[src/rtl/axil2iob_pkg.sv]
// axil2iob shared types: FSM states, response codes
// and the write-dispatch helper.
package axil2iob_pkg;

  typedef enum logic [2:0] {
    IDLE,
    WAIT_W,
    WAIT_AW,
    WRITE,
    W_RESP,
    READ,
    R_RESP
  } state_t;

  localparam logic [1:0] RESP_OKAY = 2'b00;

  // An all-zero strobe would look like a read on the native bus.
  function automatic state_t write_next(input logic zero_strb);
    return zero_strb ? W_RESP : WRITE;
  endfunction

endpackage

[src/rtl/axil2iob.sv]
// AXI4-Lite slave to IOb native master bridge.
// One transaction in flight; writes win over reads.
module axil2iob
  import axil2iob_pkg::*;
#(
  parameter int AXIL_ADDR_W = 32,
  parameter int AXIL_DATA_W = 32
) (
  input  logic                     clk,
  input  logic                     rst,

  input  logic [AXIL_ADDR_W-1:0]   s_axil_awaddr,
  input  logic [2:0]               s_axil_awprot,
  input  logic                     s_axil_awvalid,
  output logic                     s_axil_awready,

  input  logic [AXIL_DATA_W-1:0]   s_axil_wdata,
  input  logic [AXIL_DATA_W/8-1:0] s_axil_wstrb,
  input  logic                     s_axil_wvalid,
  output logic                     s_axil_wready,

  output logic [1:0]               s_axil_bresp,
  output logic                     s_axil_bvalid,
  input  logic                     s_axil_bready,

  input  logic [AXIL_ADDR_W-1:0]   s_axil_araddr,
  input  logic [2:0]               s_axil_arprot,
  input  logic                     s_axil_arvalid,
  output logic                     s_axil_arready,

  output logic [AXIL_DATA_W-1:0]   s_axil_rdata,
  output logic [1:0]               s_axil_rresp,
  output logic                     s_axil_rvalid,
  input  logic                     s_axil_rready,

  output logic                     valid,
  output logic [AXIL_ADDR_W-1:0]   addr,
  output logic [AXIL_DATA_W-1:0]   wdata,
  output logic [AXIL_DATA_W/8-1:0] wstrb,
  input  logic [AXIL_DATA_W-1:0]   rdata,
  input  logic                     ready
);

  localparam int SW = AXIL_DATA_W / 8;

  state_t state_q;
  state_t state_d;

  logic [AXIL_ADDR_W-1:0] addr_q;
  logic [AXIL_DATA_W-1:0] wdata_q;
  logic [SW-1:0]          wstrb_q;
  logic [AXIL_DATA_W-1:0] rdata_q;

  logic aw_hs;
  logic w_hs;
  logic ar_hs;
  logic rd_done;
  logic unused_prot;

  assign unused_prot = ^{s_axil_awprot, s_axil_arprot};

  // Readies are masked during reset so every output reads 0.
  assign s_axil_awready = !rst &&
    (state_q == IDLE || state_q == WAIT_AW);
  assign s_axil_wready  = !rst &&
    (state_q == IDLE || state_q == WAIT_W);
  assign s_axil_arready = !rst && state_q == IDLE &&
    !s_axil_awvalid && !s_axil_wvalid;

  assign aw_hs   = s_axil_awvalid && s_axil_awready;
  assign w_hs    = s_axil_wvalid && s_axil_wready;
  assign ar_hs   = s_axil_arvalid && s_axil_arready;
  assign rd_done = state_q == READ && ready;

  always_comb begin
    state_d = state_q;
    unique case (state_q)
      IDLE: begin
        if (aw_hs && w_hs)
          state_d = write_next(s_axil_wstrb == '0);
        else if (aw_hs)
          state_d = WAIT_W;
        else if (w_hs)
          state_d = WAIT_AW;
        else if (ar_hs)
          state_d = READ;
      end
      WAIT_W:
        if (w_hs)
          state_d = write_next(s_axil_wstrb == '0);
      WAIT_AW:
        if (aw_hs)
          state_d = write_next(wstrb_q == '0);
      WRITE:
        if (ready) state_d = W_RESP;
      W_RESP:
        if (s_axil_bready) state_d = IDLE;
      READ:
        if (ready) state_d = R_RESP;
      R_RESP:
        if (s_axil_rready) state_d = IDLE;
      default:
        state_d = IDLE;
    endcase
  end

  always_ff @(posedge clk) begin
    if (rst) begin
      state_q <= IDLE;
      addr_q  <= '0;
      wdata_q <= '0;
      wstrb_q <= '0;
      rdata_q <= '0;
    end else begin
      state_q <= state_d;
      if (aw_hs)
        addr_q <= s_axil_awaddr;
      else if (ar_hs)
        addr_q <= s_axil_araddr;
      if (w_hs) begin
        wdata_q <= s_axil_wdata;
        wstrb_q <= s_axil_wstrb;
      end
      if (rd_done)
        rdata_q <= rdata;
    end
  end

  assign valid = state_q == WRITE || state_q == READ;
  assign addr  = addr_q;
  assign wdata = wdata_q;
  assign wstrb = state_q == READ ? '0 : wstrb_q;

  assign s_axil_bvalid = state_q == W_RESP;
  assign s_axil_bresp  = RESP_OKAY;
  assign s_axil_rvalid = state_q == R_RESP;
  assign s_axil_rdata  = rdata_q;
  assign s_axil_rresp  = RESP_OKAY;

endmodule

[config.mk]
export PLATFORM = sky130hd
export DESIGN_NAME = axil2iob
export DESIGN_NICKNAME = d
export VERILOG_FILES = /design/src/rtl/axil2iob_pkg.sv /design/src/rtl/axil2iob.sv
export SDC_FILE = /design/constraint.sdc
export NUM_CORES = 1
export LEC_CHECK = 0
export BUFFER_PORTS_ARGS = -buffer_cell sky130_fd_sc_hd__clkbuf_2
export CAP_MARGIN = 20
export CORE_ASPECT_RATIO = 1.2
export CORE_MARGIN = 2
export CORE_UTILIZATION = 30
export CTS_CLUSTER_SIZE = 10
export DETAILED_ROUTE_END_ITERATION = 16
export GPL_TIMING_DRIVEN = 1
export SLEW_MARGIN = 30
export SYNTH_ARGS = -nofsm -noshare
export SYNTH_HDL_FRONTEND = slang
export SYNTH_SLANG_ARGS = --single-unit
[constraint.sdc]
create_clock -name clk -period 2.3 [get_ports clk]
set_input_delay 0.115 -clock clk [delete_from_list [all_inputs] [get_ports clk]]
set_output_delay 0.115 -clock clk [all_outputs]
set_load 0.01 [all_outputs]
==> results by group <==
Status
  • Status: finished clean

Route
  • DR iter-0 viols: 175
  • First-pass DRT Iterations: 4
  • Avg WL per Cell: 13.23 µm
  • ANT nets after route: 0
  • Via-per-instance ratio: 4.659
  • WL final: 13060 µm
  • Number of remaining DRC errors: 0
  • DR vias: 4598

Logic synthesis
  • EDFF count, synth: 0
  • Ys Warns: 0
  • Mapped Area: 4387 µm²
  • Predominant post-synthesis flop cell: dfxtp_1
  • Cell taking the most area after synthesis: dfxtp_1
  • Yosys top cell area share: 47.01%
  • Largest cells by area after synthesis: dfxtp_1 (47%), nand2_1 (12%), a21oi_1 (7.9%)
  • Yosys reg bits: 103
  • Syn_area_per_cell: 8.501 µm²
  • Synth async-reset ratio: 0%
  • Synthesized instance count: 516
  • Distinct cells, synth: 41
  • Register area share after synthesis: 47.01%

Floorplanning
  • Core box area: 14350 µm²
  • Initial core utilization: 30.56%
  • IO Count: 256
  • Number of cell rows: 48
  • Horiz. Die Dim: 114.4 µm
  • Die Height: 136.5 µm
  • Die Area: 15610 µm²

Place
  • Worst slack at placement: 0.5597 ns
  • Placed Cells: 904
  • GP Congestion: 0.7453
  • Detail Placement HPWL: 8750 µm
  • Placement Cell Area: 5707 µm²
  • Port Buffers: 245

Global routing
  • Largest net degree at the start of global routing: 65
  • Global Route Usage Sum: 15.98%
  • Final global-route overflow total: 0
  • Number of global-route vias before repair: 4264
  • First-pass GRT wire length: 20000 µm
  • Initial antenna violation count: 0

Worst setup path
  • Crit Path Class: flip-flop to flip-flop
  • Arr. time, crit path: 1.99 ns
  • Crit path max fanout: 64
  • CP max-delay cell: nor4b_4
  • Crit path capture type: flip-flop
  • Worst setup SP type: flip-flop
  • CP Cell Sequence: nor4b_4 -> a31o_2 -> buf_12 -> nor2_1 -> a211oi_1
  • Critical Path RT: 2.55 ns
  • Worst path max stage delay: 0.50 ns

CTS
  • CTS resizes: 0
  • CTS tree: done
  • H-tree depth: 3
  • CTS Root Cell: clkbuf_16
  • Clock Latency Late Sink: 0.34 ns
  • Worst-path clk slew: 0.07 ns
  • Maximum clock insertion buffer count: 2
  • CTS sink cnt: 103
  • Cts bufs inserted: 9

Power
  • Peak VDD IR: 0.4782 mV
  • Pleak: 0.002900 µW
  • Power Total: 5210 µW
  • Power per Cell Area: 782.9 nW/µm²

Cells and area
  • Number of diodes: 0
  • Cell Count, Final, Fillers Out: 987
  • Fillers: 1442
  • Share of cells above drive strength 1: 35.71%
  • Nets@finish: 953
  • Finished Cell Area: 6655 µm²
  • P&R area growth vs syn: 51.71%

STA
  • # setup viols final: 0
  • Tightest Pin Transition: 0.6782 ns
  • Final hold violation count: 0
  • Fmax: 573.1 MHz
  • Tmin final: 1.745 ns
  • Unrepaired setup endpoints after global routing: no
  • Post-route setup slack: 0.5550 ns
  • Clock Skews: 0.009324 ns
  • Slew HR: 54.41%
  • Crit share post-route: 75.87%
  • Setup TNS: 0 ns
  • Slew Viols, Final: 0

Worst hold path
  • Worst hold path type: input pin to flip-flop

Run
  • Max Cap Viol: 0
==> routing by layer <==
metal  track usage (%)  wire length [µm]  part of all wire, %
met1             19.24              5479                   42
met2             26.46              6315                   48
met3             4.369               874                  6.7
met4             7.249               386                  3.0
met5                 0                 0                    0
==> where the power goes <==
part / internal [µW] / switching, µW
registers: 2000 / 123
clock network: 792 / 658
logic: 737 / 905
total: 3520 / 1690
==> worst max-delay path, delay by kind of cell, from the launching register on <==
family	cells	cell delay, ns
AND/OR/NAND/NOR	2	0.57
AO/OA/AOI/OAI	2	0.43
flip-flops	1	0.37
buffers and inverters	1	0.26
==> stage by stage <==
step,utilization [%],hold slack [ns]
detailed placement,39.76,0.3438
finish,46.37,0.03223
floorplan,-,0.2510
CTS,46.37,0.01419
global placement,39.76,0.3401
global route,46.37,0.03501
==> registers in the layout, summed over array words and instances (netlist names) <==
name and flops:
wdata 32, state_q 3, s_axil_rdata 32, wstrb_q 4, addr 32
==> layout make-up <==
| type | count | area, µm² | area share, % |
|---|---|---|---|
| clock buffer | 13 | 260.3 | 3.911 |
| clock inverter | 3 | 17.52 | 0.2632 |
| inverter | 3 | 11.26 | 0.1692 |
| multi-input combinational | 365 | 2063 | 31.00 |
| sequential | 103 | 2062 | 30.98 |
| tap | 175 | 219.0 | 3.290 |
| timing repair buffer | 325 | 2022 | 30.38 |
==> cells in the final DEF (no fill, tap or decap), drive strengths merged, types with 2 or more instances in the layout <==
master,instances
a211oi,34
buf,14
nand2,140
nand2b,3
inv,3
nor4b,2
mux2i,33
nor2,33
o32ai,2
and3,2
o21ai,6
dfxtp,103
dlygate4sd3,67
a21oi,69
conb,4
o2111ai,2
clkinv,2
nor4bb,2
nor2b,3
nor4,3
and2,6
nor3,7
clkbuf,257
==> worst paths after layout <==
| check | start | end | slack [ns] | cells past startpoint |
|---|---|---|---|---|
| setup / recovery | state_q[2] | addr[5] | 0.55 | 5 |
| hold / removal | s_axil_wstrb[3] | wstrb_q[3] | 0.03 | 3 |
| setup reg to reg | state_q[2] | addr[5] | 0.55 | 5 |
| hold reg to reg | wdata[15] | wdata[15] | 0.45 | 2 |
==> Yosys cell counts (all sizes together), types with 2 or more instances <==
cell type  count
nor2          33
o21ai          6
a211oi        34
buf           29
o2111ai        2
nor2b          3
a21oi         69
dfxtp        103
nor4           3
and2           6
nor4bb         2
mux2i         33
nor3           7
o32ai          2
and3           2
nand2        140
nand2b         3
clkbuf        19
nor4b          2
inv            3
==> kinds of logic (layout without fill, tap and decap cells) <==
family,count (synthesis),after routing,share of synthesized area [%]
flops,103,103,47.01
buf+inv,51,344,6.560
simple gates,203,203,19.59
compound gates,124,124,19.03
mux,33,33,7.530
xor+xnor,1,1,0.1997
other cells,1,4,0.08549
==> repair_timing <==
item	in CTS	in global routing
hold endpoints to repair	67	0
buffers inserted	0	0
hold buffers	67	0
No activity file was read; power rests on OpenSTA's default activity.
